## src/rtl/csr_wport_arb.sv

```systemverilog
// Single CSR write-port arbiter: trap writes take priority, execute writes are
// buffered in order, stale buffered writes are suppressed, pending data is forwarded.
module csr_wport_arb #(
  parameter int ADDR_W = 12,
  parameter int DATA_W = 64,
  parameter int DEPTH  = 2
) (
  input  logic              clk,
  input  logic              rst,
  input  logic              clint_wen_i,
  input  logic [ADDR_W-1:0] clint_waddr_i,
  input  logic [DATA_W-1:0] clint_wdata_i,
  input  logic              exu_wvalid_i,
  output logic              exu_wready_o,
  input  logic [ADDR_W-1:0] exu_waddr_i,
  input  logic [DATA_W-1:0] exu_wdata_i,
  output logic              csr_wen_o,
  output logic [ADDR_W-1:0] csr_waddr_o,
  output logic [DATA_W-1:0] csr_wdata_o,
  input  logic [ADDR_W-1:0] rd_addr_i,
  output logic              fwd_hit_o,
  output logic [DATA_W-1:0] fwd_data_o,
  output logic              exu_pend_o
);

  localparam int PW = $clog2(DEPTH);
  localparam int CW = $clog2(DEPTH + 1);

  logic [PW-1:0]     rd_ptr_q, rd_ptr_d;
  logic [PW-1:0]     wr_ptr_q, wr_ptr_d;
  logic [CW-1:0]     count_q, count_d;
  logic              kill_n_q [DEPTH];
  logic              kill_n_d [DEPTH];
  logic [ADDR_W-1:0] addr_q   [DEPTH];
  logic [ADDR_W-1:0] addr_d   [DEPTH];
  logic [DATA_W-1:0] data_q   [DEPTH];
  logic [DATA_W-1:0] data_d   [DEPTH];
  logic              wen_q, wen_d;
  logic [ADDR_W-1:0] waddr_q, waddr_d;
  logic [DATA_W-1:0] wdata_q, wdata_d;

  logic full, empty, push, pop, bypass, store;

  assign full         = (count_q == CW'(DEPTH));
  assign empty        = (count_q == '0);
  assign exu_wready_o = !rst && !full;
  assign exu_pend_o   = !empty;
  assign push         = exu_wvalid_i && exu_wready_o;
  assign pop          = !clint_wen_i && !empty;
  assign bypass       = !clint_wen_i && empty && push;
  assign store        = push && !bypass;

  assign csr_wen_o   = wen_q;
  assign csr_waddr_o = waddr_q;
  assign csr_wdata_o = wdata_q;

  always_comb begin
    kill_n_d = kill_n_q;
    addr_d   = addr_q;
    data_d   = data_q;
    rd_ptr_d = rd_ptr_q;
    wr_ptr_d = wr_ptr_q;
    wen_d    = 1'b0;
    waddr_d  = '0;
    wdata_d  = '0;

    if (clint_wen_i) begin
      wen_d   = 1'b1;
      waddr_d = clint_waddr_i;
      wdata_d = clint_wdata_i;
      for (int i = 0; i < DEPTH; i++) begin
        if (addr_q[i] == clint_waddr_i) kill_n_d[i] = 1'b0;
      end
    end else if (pop) begin
      // a killed head still drains, just without a write strobe
      wen_d    = kill_n_q[rd_ptr_q];
      waddr_d  = addr_q[rd_ptr_q];
      wdata_d  = data_q[rd_ptr_q];
      rd_ptr_d = rd_ptr_q + 1'b1;
    end else if (bypass) begin
      wen_d   = 1'b1;
      waddr_d = exu_waddr_i;
      wdata_d = exu_wdata_i;
    end

    // applied after the kill sweep: a same-cycle push is younger than the trap write
    if (store) begin
      kill_n_d[wr_ptr_q] = 1'b1;
      addr_d[wr_ptr_q]   = exu_waddr_i;
      data_d[wr_ptr_q]   = exu_wdata_i;
      wr_ptr_d           = wr_ptr_q + 1'b1;
    end

    count_d = count_q + CW'(store) - CW'(pop);
  end

  always_comb begin
    logic [PW-1:0] idx;
    idx        = '0;
    fwd_hit_o  = 1'b0;
    fwd_data_o = '0;
    if (wen_q && (waddr_q == rd_addr_i)) begin
      fwd_hit_o  = 1'b1;
      fwd_data_o = wdata_q;
    end
    // head to tail so the youngest live match wins
    for (int i = 0; i < DEPTH; i++) begin
      idx = rd_ptr_q + PW'(i);
      if ((CW'(i) < count_q) && kill_n_q[idx] && (addr_q[idx] == rd_addr_i)) begin
        fwd_hit_o  = 1'b1;
        fwd_data_o = data_q[idx];
      end
    end
  end

  always_ff @(posedge clk or posedge rst) begin
    if (rst) begin
      rd_ptr_q <= '0;
      wr_ptr_q <= '0;
      count_q  <= '0;
      wen_q    <= 1'b0;
      waddr_q  <= '0;
      wdata_q  <= '0;
      for (int i = 0; i < DEPTH; i++) begin
        kill_n_q[i] <= 1'b0;
        addr_q[i]   <= '0;
        data_q[i]   <= '0;
      end
    end else begin
      rd_ptr_q <= rd_ptr_d;
      wr_ptr_q <= wr_ptr_d;
      count_q  <= count_d;
      wen_q    <= wen_d;
      waddr_q  <= waddr_d;
      wdata_q  <= wdata_d;
      kill_n_q <= kill_n_d;
      addr_q   <= addr_d;
      data_q   <= data_d;
    end
  end

endmodule

```

## config.mk

```make
export PLATFORM = sky130hd
export DESIGN_NAME = csr_wport_arb
export DESIGN_NICKNAME = d
export VERILOG_FILES = /design/src/rtl/csr_wport_arb.sv
export SDC_FILE = /design/constraint.sdc
export NUM_CORES = 1
export LEC_CHECK = 0
export ABC_AREA = 1
export CAP_MARGIN = 40
export CORE_UTILIZATION = 45
export CTS_CLUSTER_DIAMETER = 80
export DETAILED_ROUTE_END_ITERATION = 16
export PLACE_DENSITY = 0.77
export SETUP_SLACK_MARGIN = 0.02
export SYNTH_ARGS = -nofsm -noshare
export SYNTH_HDL_FRONTEND = slang
export SYNTH_SLANG_ARGS = --single-unit
export TNS_END_PERCENT = 10
```

## constraint.sdc

```tcl
create_clock -name clk -period 11.7 [get_ports clk]
set_clock_uncertainty 0.2 [all_clocks]
set_input_delay 2.34 -clock clk [delete_from_list [all_inputs] [get_ports clk]]
set_output_delay 2.34 -clock clk [all_outputs]
set_load 0.02 [all_outputs]
```

# ---- Word level (Yosys, flattened, before mapping)
# Cells that the tools add are included.
dict set report totals {
  n_memories 0
  in_bits 168
  out_inout_bits 144
  latchBits 0
  reg_bits 235
  mem_bits_rw 0
  romBits 0
}
dict set report classes {
  n_bitwise 5
  mux 45
  mul 0
  magnitude_cmp 6
  div 0
  reduce_logical 19
  eq_ne 6
  n_addsub 4
  n_shift 0
}
# operator count
set ops {}
lappend ops {{$mux W64} 13}
lappend ops {{$bwmux W128} 1}
lappend ops {{$mux W12} 10}
lappend ops {{$demux W64 S1} 1}
lappend ops {{$eq A12 B12 Y1} 5}
lappend ops {{$bwmux W24} 1}
lappend ops {{$mux W1} 15}
lappend ops {{$demux W12 S1} 1}
lappend ops {{$logic_and A1 B1 Y1} 12}
lappend ops {{$ge A2 B2 Y1 const B} 3}
lappend ops {{$not A1 Y2} 3}
lappend ops {{$logic_not A1 Y1} 5}
lappend ops {{$lt A1 B2 Y1 const A} 2}
lappend ops {{$mux W2} 2}
lappend ops {{$add A1 B1 Y1 const B} 2}
lappend ops {{$add A2 B1 Y2} 1}
lappend ops {{$eq A2 B2 Y1 const B} 1}
lappend ops {{$logic_not A2 Y1} 1}
lappend ops {{$lt A2 B1 Y1 const B} 1}
lappend ops {{$or A2 B2 Y2} 1}
lappend ops {{$reduce_and A2 Y1} 1}
lappend ops {{$sub A2 B1 Y2} 1}
lappend ops {{$demux W1 S1} 1}
lappend ops {{$not A1 Y1} 1}

# ---- Logic depth before layout (Yosys ltp)
# Gate-level depths: netlist (run 1).
dict set report logic_depth {
  depth_word 9
  mapped_depth 16
}

# ---- Worst setup path after synthesis (run 1)
# No wires, ideal clock.
dict set report synth_path {
  kind {input to output}
  start {in rd_addr_i[11]}
  end {out fwd_data_o[10]}
  stages 12
  slack_ps 5577
  t_arrival_ps 3583
  path_cell_list {inv_1 or2_2 nand3_1 nor2_1 nand2_1 buf_2 clkbuf_1 nor2_1 nand2_1 nand3_1 nand2_1 inv_1}
}
dict set report synth_via {
  elab_chain_cells 5
  word_cells_on_any_way 9
  cone_classes {3 x eq/ne; 3 x mux; 3 x reduce/logical}
}
# item line_no
set synth_lines {}
lappend synth_lines {{from (decl)} 20} ;# input logic [ADDR_W-1:0] rd_addr_i,
lappend synth_lines {{$eq A12 B12 Y1} 102} ;# if (wen_q && (waddr_q == rd_addr_i)) begin
lappend synth_lines {{$logic_and A1 B1 Y1} 102}
lappend synth_lines {{$mux W64} 102}
lappend synth_lines {{$mux W64} 109} ;# if ((CW'(i) < count_q) && kill_n_q[idx] && (addr_q[idx] == rd_addr_i)) begin
lappend synth_lines {{$mux W64 (*)} 109}
lappend synth_lines {{to (decl)} 22} ;# output logic [DATA_W-1:0] fwd_data_o,
# Every way passes the cells marked *; elsewhere a longest branch is shown, timed or not.

# ---- Worst setup path in the final report (run 1)
dict set report layout_path {
  start {in rd_addr_i[0]}
  end {out fwd_data_o[9]}
}
# The elaborated chain is that of the path after synthesis.

==> results.toml, run 1 <==
[run_status]
status = "finished, final reports clean"

[finish]
fin_cells = 2759
areaGrowthSynthToFinish_pct = 30.4
fin_area_mm2 = 0.0184
n_fill_cell = 2809
final_common_cell = "nand2_1"
final_cell_mix = "877 x nand2_1, 310 x clkdlybuf4s50_1, 254 x inv_1"
drive_gt1_share_pct = 3.56
fin_nets = 2511

[global_route]
grt_pass1_wl_um = 73000
grt_pass1_vias = 14000
track_usage_pct = 28.9
grt_max_degree = 106
grt_overflow = 0
antenna_found_initial = 0

[place]
gp_congestion = 0.920
dp.cells = 2708
pre_cts_slack_ns = 3.45
io_buffer_count = 311
hpwl_um = 30500
place_area_mm2 = 0.0173

[sta]
setup_ws_ns = 3.37
setup_viol_count_final = 0
drv_slew = 0
hold_viol_final = 0
fmax_mhz = 120
hold_ws_ns = 0.295
grt_setup_unrepaired = "no"
maxSlewHeadroom_pct = 40.6
tightest_slew_ns = 0.892
fin_crit_ns = 8.33
finalCritPeriodShare_pct = 71.2
tns_ns = 0

[logic_synthesis]
synth.area.mux_share_pct = 0
synth.distinct_cells = 29
synth_area_per_cell_um2 = 6.63
netlist.area_leader.share_pct = 41.8
synth_xor_area_share_pct = 0.747
synth_adder_area_share_pct = 0.178
syn_area_mm2 = 0.0141
yosys.area.top_type = "dfrtp_1"
synth-simple-area-share_pct = 34.7
ys_seq_area_share_pct = 41.8
synth_compound_area_share_pct = 11.3
ys_ff_latch = 235
synth_warnings = 0
yosys-top-cells-area = "dfrtp_1 42%, nand2_1 23%, inv_1 6.8%, o21ai_0 5.9%, nand3_1 5.5%"
synth_nets = 2292
synth_top_family_by_area = "simple AND/OR/NAND/NOR gates"
syn_inst = 2122

[floorplanning]
rows = 64
ios = 312
coreArea_mm2 = 0.0307
dieArea_mm2 = 0.0320
dieHeight_um = 179
initial_core_util_pct = 45.9
die_w_um = 179

[setup_path]
worstPathArrival_ns = 5.79
critPathLaunchType = "input pin"
cp.required_ns = 9.16
cp_max_fo = 65
critPathKind = "input pin to output pin"
cp-end-kind = "output pin"

[routing]
postRouteAntennaNets = 0
wl_per_cell_um = 16.8
dr_total_vias = 14800
via_per_inst = 5.37
drc_errors = 0
finalWirelength_um = 46400
first_pass_iters = 9
drt_iter0_markers = 1499

[cts]
cts-resized-gates = 0
insertion_delay_ns = 0.56
cts-root-buf = "clkbuf_16"
ctsHoldBuffers = 0
clk_pin_slew_ns = 0.06
cts_max_level = 1
cts_tree = "done"
cts_buffer_depth = 3
cts_sinks = 235
post_cts_buffers = 0
numCtsBuffers = 27

[flow_run]
cap_violations = 0

[power_and_ir_drop]
vdd_drop_max_uv = 117
pwr_density_cell_mw_per_mm2 = 217
p_leak_nw = 9.18

[hold_path]
hp-class = "register to register"
[power by group]
| part | leakage, nW | internal (mW) | switching (mW) |
|---|---|---|---|
| Sequential | 2.92 | 1.15 | 0.311 |
| Combinational | 5.76 | 0.584 | 0.986 |
| Clock | 0.494 | 0.587 | 0.361 |
[kinds of logic (layout without fill, tap and decap cells)]
group	after synthesis	after routing
AO/OA/AOI/OAI	274	274
XOR/XNOR	12	12
adder cells (fa/ha/maj)	2	2
buffers and inverters	398	638
flip-flops	235	235
other	0	1
AND/OR/NAND/NOR	1201	1201
[cell type report]
type | count | area, um^2 | area share (%)
multi-input combinational | 1489 | 6660 | 36.3
timing repair buffer | 331 | 3330 | 18.1
sequential | 235 | 5880 | 32.1
clock inverter | 13 | 214 | 1.17
tap | 396 | 495 | 2.70
antenna | 1 | 2.50 | 0.0136
clock buffer | 37 | 793 | 4.32
inverter | 257 | 975 | 5.31
[stage by stage]
| stage | power [mW] | utilization [%] |
|---|---|---|
| after detailed placement | 3.02 | 56.6 |
| after global routing | 4.27 | 59.8 |
| after floorplan | 2.45 | - |
| after CTS | 3.99 | 59.8 |
| final | 3.98 | 59.8 |
| after global placement | 2.96 | 56.2 |
[sequential cells by signal, summed over array words and instances, names as in the netlist]
name	flops
data_q	128
csr_wdata_o	64
addr_q	24
csr_waddr_o	12
count_q	2
kill_n_q	2
csr_wen_o	1
rd_ptr_q	1
wr_ptr_q	1
[final timing paths]
path / slack (ns) / depth (start not counted) / startpoint / end
hold reg to reg: 0.30 / 2 / kill_n_q[1] / kill_n_q[1]
setup / recovery: 3.37 / 14 / rd_addr_i[0] / fwd_data_o[9]
hold / removal: 0.30 / 2 / kill_n_q[1] / kill_n_q[1]
min in group asynchronous: 2.21 / 2 / rst / kill_n_q[1]
max in group asynchronous: 7.77 / 3 / rst / data_q[84]
setup reg to reg: 8.48 / 6 / count_q[1] / csr_wdata_o[3]
[synth_stat cells]
| cell type | number |
|---|---|
| or2_1 | 1 |
| buf_4 | 8 |
| o221ai_1 | 2 |
| o2111ai_1 | 1 |
| o21ai_1 | 13 |
| buf_2 | 53 |
| dfrtp_1 | 235 |
| inv_2 | 1 |
| a21oi_1 | 4 |
| nand2_1 | 881 |
| a22oi_1 | 7 |
| o211ai_1 | 71 |
| nand3_1 | 154 |
| o22ai_1 | 10 |
| a21boi_0 | 1 |
| o21ai_0 | 165 |
| buf_1 | 6 |
| and3_1 | 1 |
| nor2_1 | 94 |
| nand4_1 | 65 |
| ha_1 | 2 |
| xnor2_1 | 6 |
| nor4b_1 | 1 |
| inv_1 | 256 |
| nor3_1 | 1 |
| xor2_1 | 6 |
| or2_2 | 1 |
| clkbuf_1 | 74 |
| nor4_1 | 2 |
[layer usage]
layer / vias to the layer above / routed length, um / global-route usage, %
met5: - / 0 / 0
met2: 663 / 22200 / 48.1
met4: 0 / 1600 / 11.3
li1: 7132 / - / -
met3: 106 / 3490 / 3.71
met1: 6924 / 19100 / 37.9
[critical path, cell delays in order]
cell and delay, ns:
clkdlybuf4s50_1 0.52, inv_1 0.11, o211ai_1 0.10, nand2_1 0.09
nor2_1 0.15, nand2_1 0.12, nor2_4 0.08, buf_4 0.68
nand2_2 0.17, buf_4 0.37, nand3_1 0.21, nand2_1 0.07
inv_1 0.06, clkdlybuf4s50_1 0.60
Power figures use the tool's default switching activity.
==> run 2, diff against run 1 <==
==> constraint.sdc (replaced) <==
create_clock -name clk -period 8.3 [get_ports clk]
set_clock_uncertainty 0.2 [all_clocks]
set_input_delay 1.66 -clock clk [delete_from_list [all_inputs] [get_ports clk]]
set_output_delay 1.66 -clock clk [all_outputs]
set_load 0.02 [all_outputs]
==> run 2 against run 1 <==
  * Power grew 38%
  * Sequential cell count is the same
  * Final area shrank 0.65%
  * Clock-buffer cell count grew 1
  * Global-route usage shrank 0.082 points
  * Setup slack lost 1.6 ns
==> results.toml, run 2 (same netlist as run 1, synthesis figures left out) <==
[global_route]
use_met2_pct = 46.6
grt_max_degree = 133
grt_pass1_vias = 13900
grt_pass1_wl_um = 72500
grtUsageMet3_pct = 3.03
grt_use_met1_pct = 38.9
track_usage_pct = 28.8
grt_overflow = 0
top_usage_layer = "met2"
antenna_found_initial = 1

[cts]
cts-root-buf = "clkbuf_16"
numCtsBuffers = 26
post_cts_buffers = 0
clk_pin_slew_ns = 0.06
cts-resized-gates = 0
cts_sinks = 235
cts_buffer_depth = 3
ctsHoldBuffers = 0
cts_max_level = 1
cts_tree = "done"
insertion_delay_ns = 0.54

[sta]
fmax_mhz = 152
grt_setup_unrepaired = "no"
drv_slew = 0
tns_ns = 0
hold_viol_final = 0
maxSlewHeadroom_pct = 41.2
fin_crit_ns = 6.57
tightest_slew_ns = 0.883
finalCritPeriodShare_pct = 79.2
setup_viol_count_final = 0

[floorplanning]
coreArea_mm2 = 0.0307
rows = 64
ios = 312
dieHeight_um = 179
die_w_um = 179
initial_core_util_pct = 45.9
dieArea_mm2 = 0.0320

[finish]
fin_nets = 2511
largest_reg_flops = 128
regArea_mm2 = 0.00588
fin_cells = 2757
multi_input_area_mm2 = 0.00666
final_cell_mix = "877 x nand2_1, 310 x clkdlybuf4s50_1, 254 x inv_1"
areaGrowthSynthToFinish_pct = 29.6
largest-register = "data_q"
final_common_cell = "nand2_1"
drive_gt1_share_pct = 3.26
n_fill_cell = 2781

[place]
io_buffer_count = 311
gp_congestion = 0.968
hpwl_um = 29600
dp.cells = 2709

[routing]
postRouteAntennaNets = 0
wl_per_cell_um = 16.7
drt_iter0_markers = 1758
first_pass_iters = 5
via_per_inst = 5.44
dr_total_vias = 15000
finalWirelength_um = 46200
drc_errors = 0

[power_and_ir_drop]
pwr_density_cell_mw_per_mm2 = 300
vdd_drop_max_uv = 161
p_leak_nw = 9.13

[setup_path]
cp.required_ns = 6.44
critPathKind = "input pin to output pin"
cp-end-kind = "output pin"
r2r-start = "count_q[1]"
worstPathArrival_ns = 4.71
critPathLaunchType = "input pin"
cp_max_fo = 37
crit_start = "rd_addr_i[5]"

[hold_path]
hp-class = "register to register"
holdCritStartpoint = "kill_n_q[1]"

[run_status]
status = "finished, final reports clean"

[flow_run]
cap_violations = 0
[run 2: critical path, stage by stage]
cell             delay (ns)
clkdlybuf4s50_1        0.56
inv_1                  0.12
nand2_1                0.12
nand2_1                0.07
nor2_1                 0.08
nand2_1                0.09
nor2_4                 0.15
nand2_2                0.42
buf_4                  0.48
nand3_1                0.14
nand2_1                0.07
inv_1                  0.09
clkdlybuf4s50_1        0.62
[run 2: final cells by class]
class / count / share of cell area, %
multi-input combinational: 1489 / 36.5
sequential: 235 / 32.3
clock buffer: 38 / 4.14
clock inverter: 8 / 0.556
tap: 396 / 2.72
inverter: 257 / 5.32
antenna: 2 / 0.0274
timing repair buffer: 332 / 18.4
[run 2: worst paths after layout]
check	end	slack [ns]	cells past startpoint
min reg2reg	kill_n_q[1]	0.30	2
max in group asynchronous	csr_wdata_o[8]	5.11	3
min in group asynchronous	addr_q[11]	1.56	2
max reg2reg	data_q[64]	5.20	8
min	kill_n_q[1]	0.30	2
max	fwd_data_o[51]	1.73	13
[run 2: routing by layer]
layer  share of wire (%)  routed length, um
met5                   0                  0
met3                 7.5               3460
met2                  46              21500
met4                 4.2               1920
met1                  42              19300
[run 2: power breakdown]
part / internal (mW) / leakage, nW / switching, mW / total [mW]
sequential: 1.62 / 2.92 / 0.405 / 2.03
combinational: 0.833 / 5.78 / 1.44 / 2.28
clock: 0.690 / 0.425 / 0.476 / 1.17
total: 3.15 / 9.13 / 2.32 / 5.47
[run 2: per-stage QoR]
| step | cell area, um^2 | power [mW] | utilization (%) | worst slack (ns) | hold WS (ns) |
|---|---|---|---|---|---|
| finish | 18200 | 5.47 | 59.5 | 1.73 | 0.296 |
| floorplan | 14100 | 3.45 | - | 3.36 | 0.262 |
| detailed placement | 17400 | 4.28 | 56.6 | 1.77 | 0.281 |
| global placement | 17300 | 4.18 | 56.3 | 1.77 | 0.282 |
| global route | 18200 | 5.86 | 59.5 | 1.51 | 0.328 |
| CTS | 18200 | 5.46 | 59.4 | 1.76 | 0.296 |
==> run 3, diff against run 2 <==
--- a/config.mk
+++ b/config.mk
@@ -10,7 +10,7 @@
 export CORE_UTILIZATION = 45
 export CTS_CLUSTER_DIAMETER = 80
 export DETAILED_ROUTE_END_ITERATION = 16
-export PLACE_DENSITY = 0.77
+export PLACE_DENSITY = 0.8
 export SETUP_SLACK_MARGIN = 0.02
 export SYNTH_ARGS = -nofsm -noshare
 export SYNTH_HDL_FRONTEND = slang
==> constraint.sdc (replaced) <==
create_clock -name clk -period 5.3 [get_ports clk]
set_clock_uncertainty 0.2 [all_clocks]
set_input_delay 1.06 -clock clk [delete_from_list [all_inputs] [get_ports clk]]
set_output_delay 1.06 -clock clk [all_outputs]
set_load 0.02 [all_outputs]
==> run 3 against run 2 <==
  * Power increased by 64%
  * Final cell count increased by 0.44%
  * Clock power rose by 87%
  * Sequential cell count is the same
  * Die area did not move
  * Core utilization grew 0.95 points
  * Register-to-register slack got worse by 2.8 ns
  * Final area is 1.6% higher
  * Non-clock buffer count increased by 8
  * Critical path type is now register to output pin
==> results.toml, run 3 (same netlist as run 1, synthesis figures left out) <==
[run_status]
status = "finished, final reports clean"

[sta]
grt_setup_unrepaired = "no"
finalCritPeriodShare_pct = 95.3
hold_viol_final = 0
drv_slew = 0
fin_crit_ns = 5.05
maxSlewHeadroom_pct = 43.9
setup_viol_count_final = 0
fmax_mhz = 198
tightest_slew_ns = 0.842
tns_ns = 0

[cts]
insertion_delay_ns = 0.55
clk_pin_slew_ns = 0.07
cts_sinks = 235
cts_buffer_depth = 3
cts-root-buf = "clkbuf_16"
cts_max_level = 1
ctsHoldBuffers = 0
cts_tree = "done"
numCtsBuffers = 28

[finish]
fin_nets = 2521
areaGrowthSynthToFinish_pct = 31.6
final_common_cell = "nand2_1"
drive_gt1_share_pct = 3.84
final_cell_mix = "877 x nand2_1, 310 x clkdlybuf4s50_1, 254 x inv_1"
largest_reg_flops = 128
largest-register = "data_q"
postLayoutCoreUtil_pct = 60.4
n_fill_cell = 2746

[setup_path]
cp_max_fo = 35
cp.required_ns = 4.04
cp-end-kind = "output pin"
critPathLaunchType = "register"
cp_slowest_cell = "dfrtp_4"
crit_path_cell_trace = "inv_4 -> nand2_1 -> nand3_1 -> nand2_1 -> nor2_1 -> nand2_1 -> nor2_4 -> buf_4 -> nand3_1 -> nand3_1 -> nand2_1 -> inv_1 -> clkdlybuf4s50_1"
critPathMostFrequentCell = "nand2_1"
critPathKind = "register to output pin"
rr_worst_depth = 8
worstPathArrival_ns = 3.79
cpPeakStageDelay_ns = 0.64

[hold_path]
hp-class = "register to register"
hold_depth = 2

[place]
gp_congestion = 0.936
io_buffer_count = 311
hpwl_um = 31100

[routing]
postRouteAntennaNets = 0
drt_iter0_markers = 1814
drc_errors = 0
first_pass_iters = 5
via_per_inst = 5.43
wl_per_cell_um = 16.9
dr_total_vias = 15000
finalWirelength_um = 46700

[global_route]
grt_pass1_vias = 14100
antenna_found_initial = 2
grt_pass1_wl_um = 73400
track_usage_pct = 29.0
grt_overflow = 0
grt_max_degree = 125

[power_and_ir_drop]
pwr_density_cell_mw_per_mm2 = 485
p_leak_nw = 9.26
vdd_drop_max_uv = 272

[floorplanning]
ios = 312
coreArea_mm2 = 0.0307
die_w_um = 179
dieArea_mm2 = 0.0320
rows = 64
dieHeight_um = 179
initial_core_util_pct = 45.9

[flow_run]
cap_violations = 0
run 3: changes by cell type in the layout (fill, tap and decap cells not counted), moves of 2 or more:
cell / before / now
buf_4: 15 / 21
bufinv_16: 2 / 7
buf_12: 3 / 7
clkbuf_16: 26 / 29
clkinv_2: 5 / 2
clkinvlp_4: 1 / 3
run 3: final timing paths:
check                            start  slack (ns)              end
setup / recovery              rd_ptr_q        0.25    fwd_data_o[8]
hold / removal             kill_n_q[1]        0.31      kill_n_q[1]
setup reg to reg            count_q[0]        2.44       data_q[73]
hold reg to reg            kill_n_q[1]        0.31      kill_n_q[1]
max in group asynchronous          rst        3.33  csr_wdata_o[36]
min in group asynchronous          rst        1.01       count_q[1]
run 3: worst max-delay path: cells and delay by family, from the launching register on:
kind / cells / cell delay (ns)
buffers and inverters: 4 / 1.42
DFF: 1 / 0.64
and+or+nand+nor: 9 / 1.17
run 3: stage by stage:
step | instance area [um^2] | total power [mW] | cells | hold slack, ns | setup slack [ns]
3_5_place_dp | 17400 | 6.71 | 2716 | 0.291 | 0.292
2_1_floorplan | 14100 | 5.40 | 2122 | 0.262 | 0.962
5_1_grt | 18500 | 9.60 | 2769 | 0.327 | 0.0609
6_report | 18500 | 8.98 | 2769 | 0.306 | 0.250
3_3_place_gp | 17400 | 6.56 | 2715 | 0.282 | 0.315
4_1_cts | 18500 | 8.93 | 2767 | 0.305 | 0.164
run 3: area by class of cell:
cell class                 count  area (um^2)  share of cell area [%]
inverter                     257          971                    5.24
multi-input combinational   1489         6660                    35.9
sequential                   235         5880                    31.8
clock buffer                  39          813                    4.39
timing repair buffer         340         3460                    18.7
tap                          396          495                    2.67
antenna                        1         2.50                  0.0135
clock inverter                12          244                    1.32
run 3: routing by layer:
metal  global-route usage [%]  vias up  share of wire [%]
met4                     11.3        2                3.7
met3                     3.37      123                7.6
met5                        0        -              0.028
li1                         -     7158                  -
met1                     38.3     7013                 41
met2                     48.4      747                 48
run 3: power breakdown:
part | switching (mW) | total, mW | internal (mW)
Combinational | 2.27 | 3.61 | 1.33
Sequential | 0.636 | 3.18 | 2.54
Clock | 0.785 | 2.19 | 1.41
Total | 3.69 | 8.98 | 5.28
run 3: timing repair:
item | CTS | global route
setup buffers | 0 | 1
setup endpoints to repair | 0 | 22
resized for setup | 0 | 0
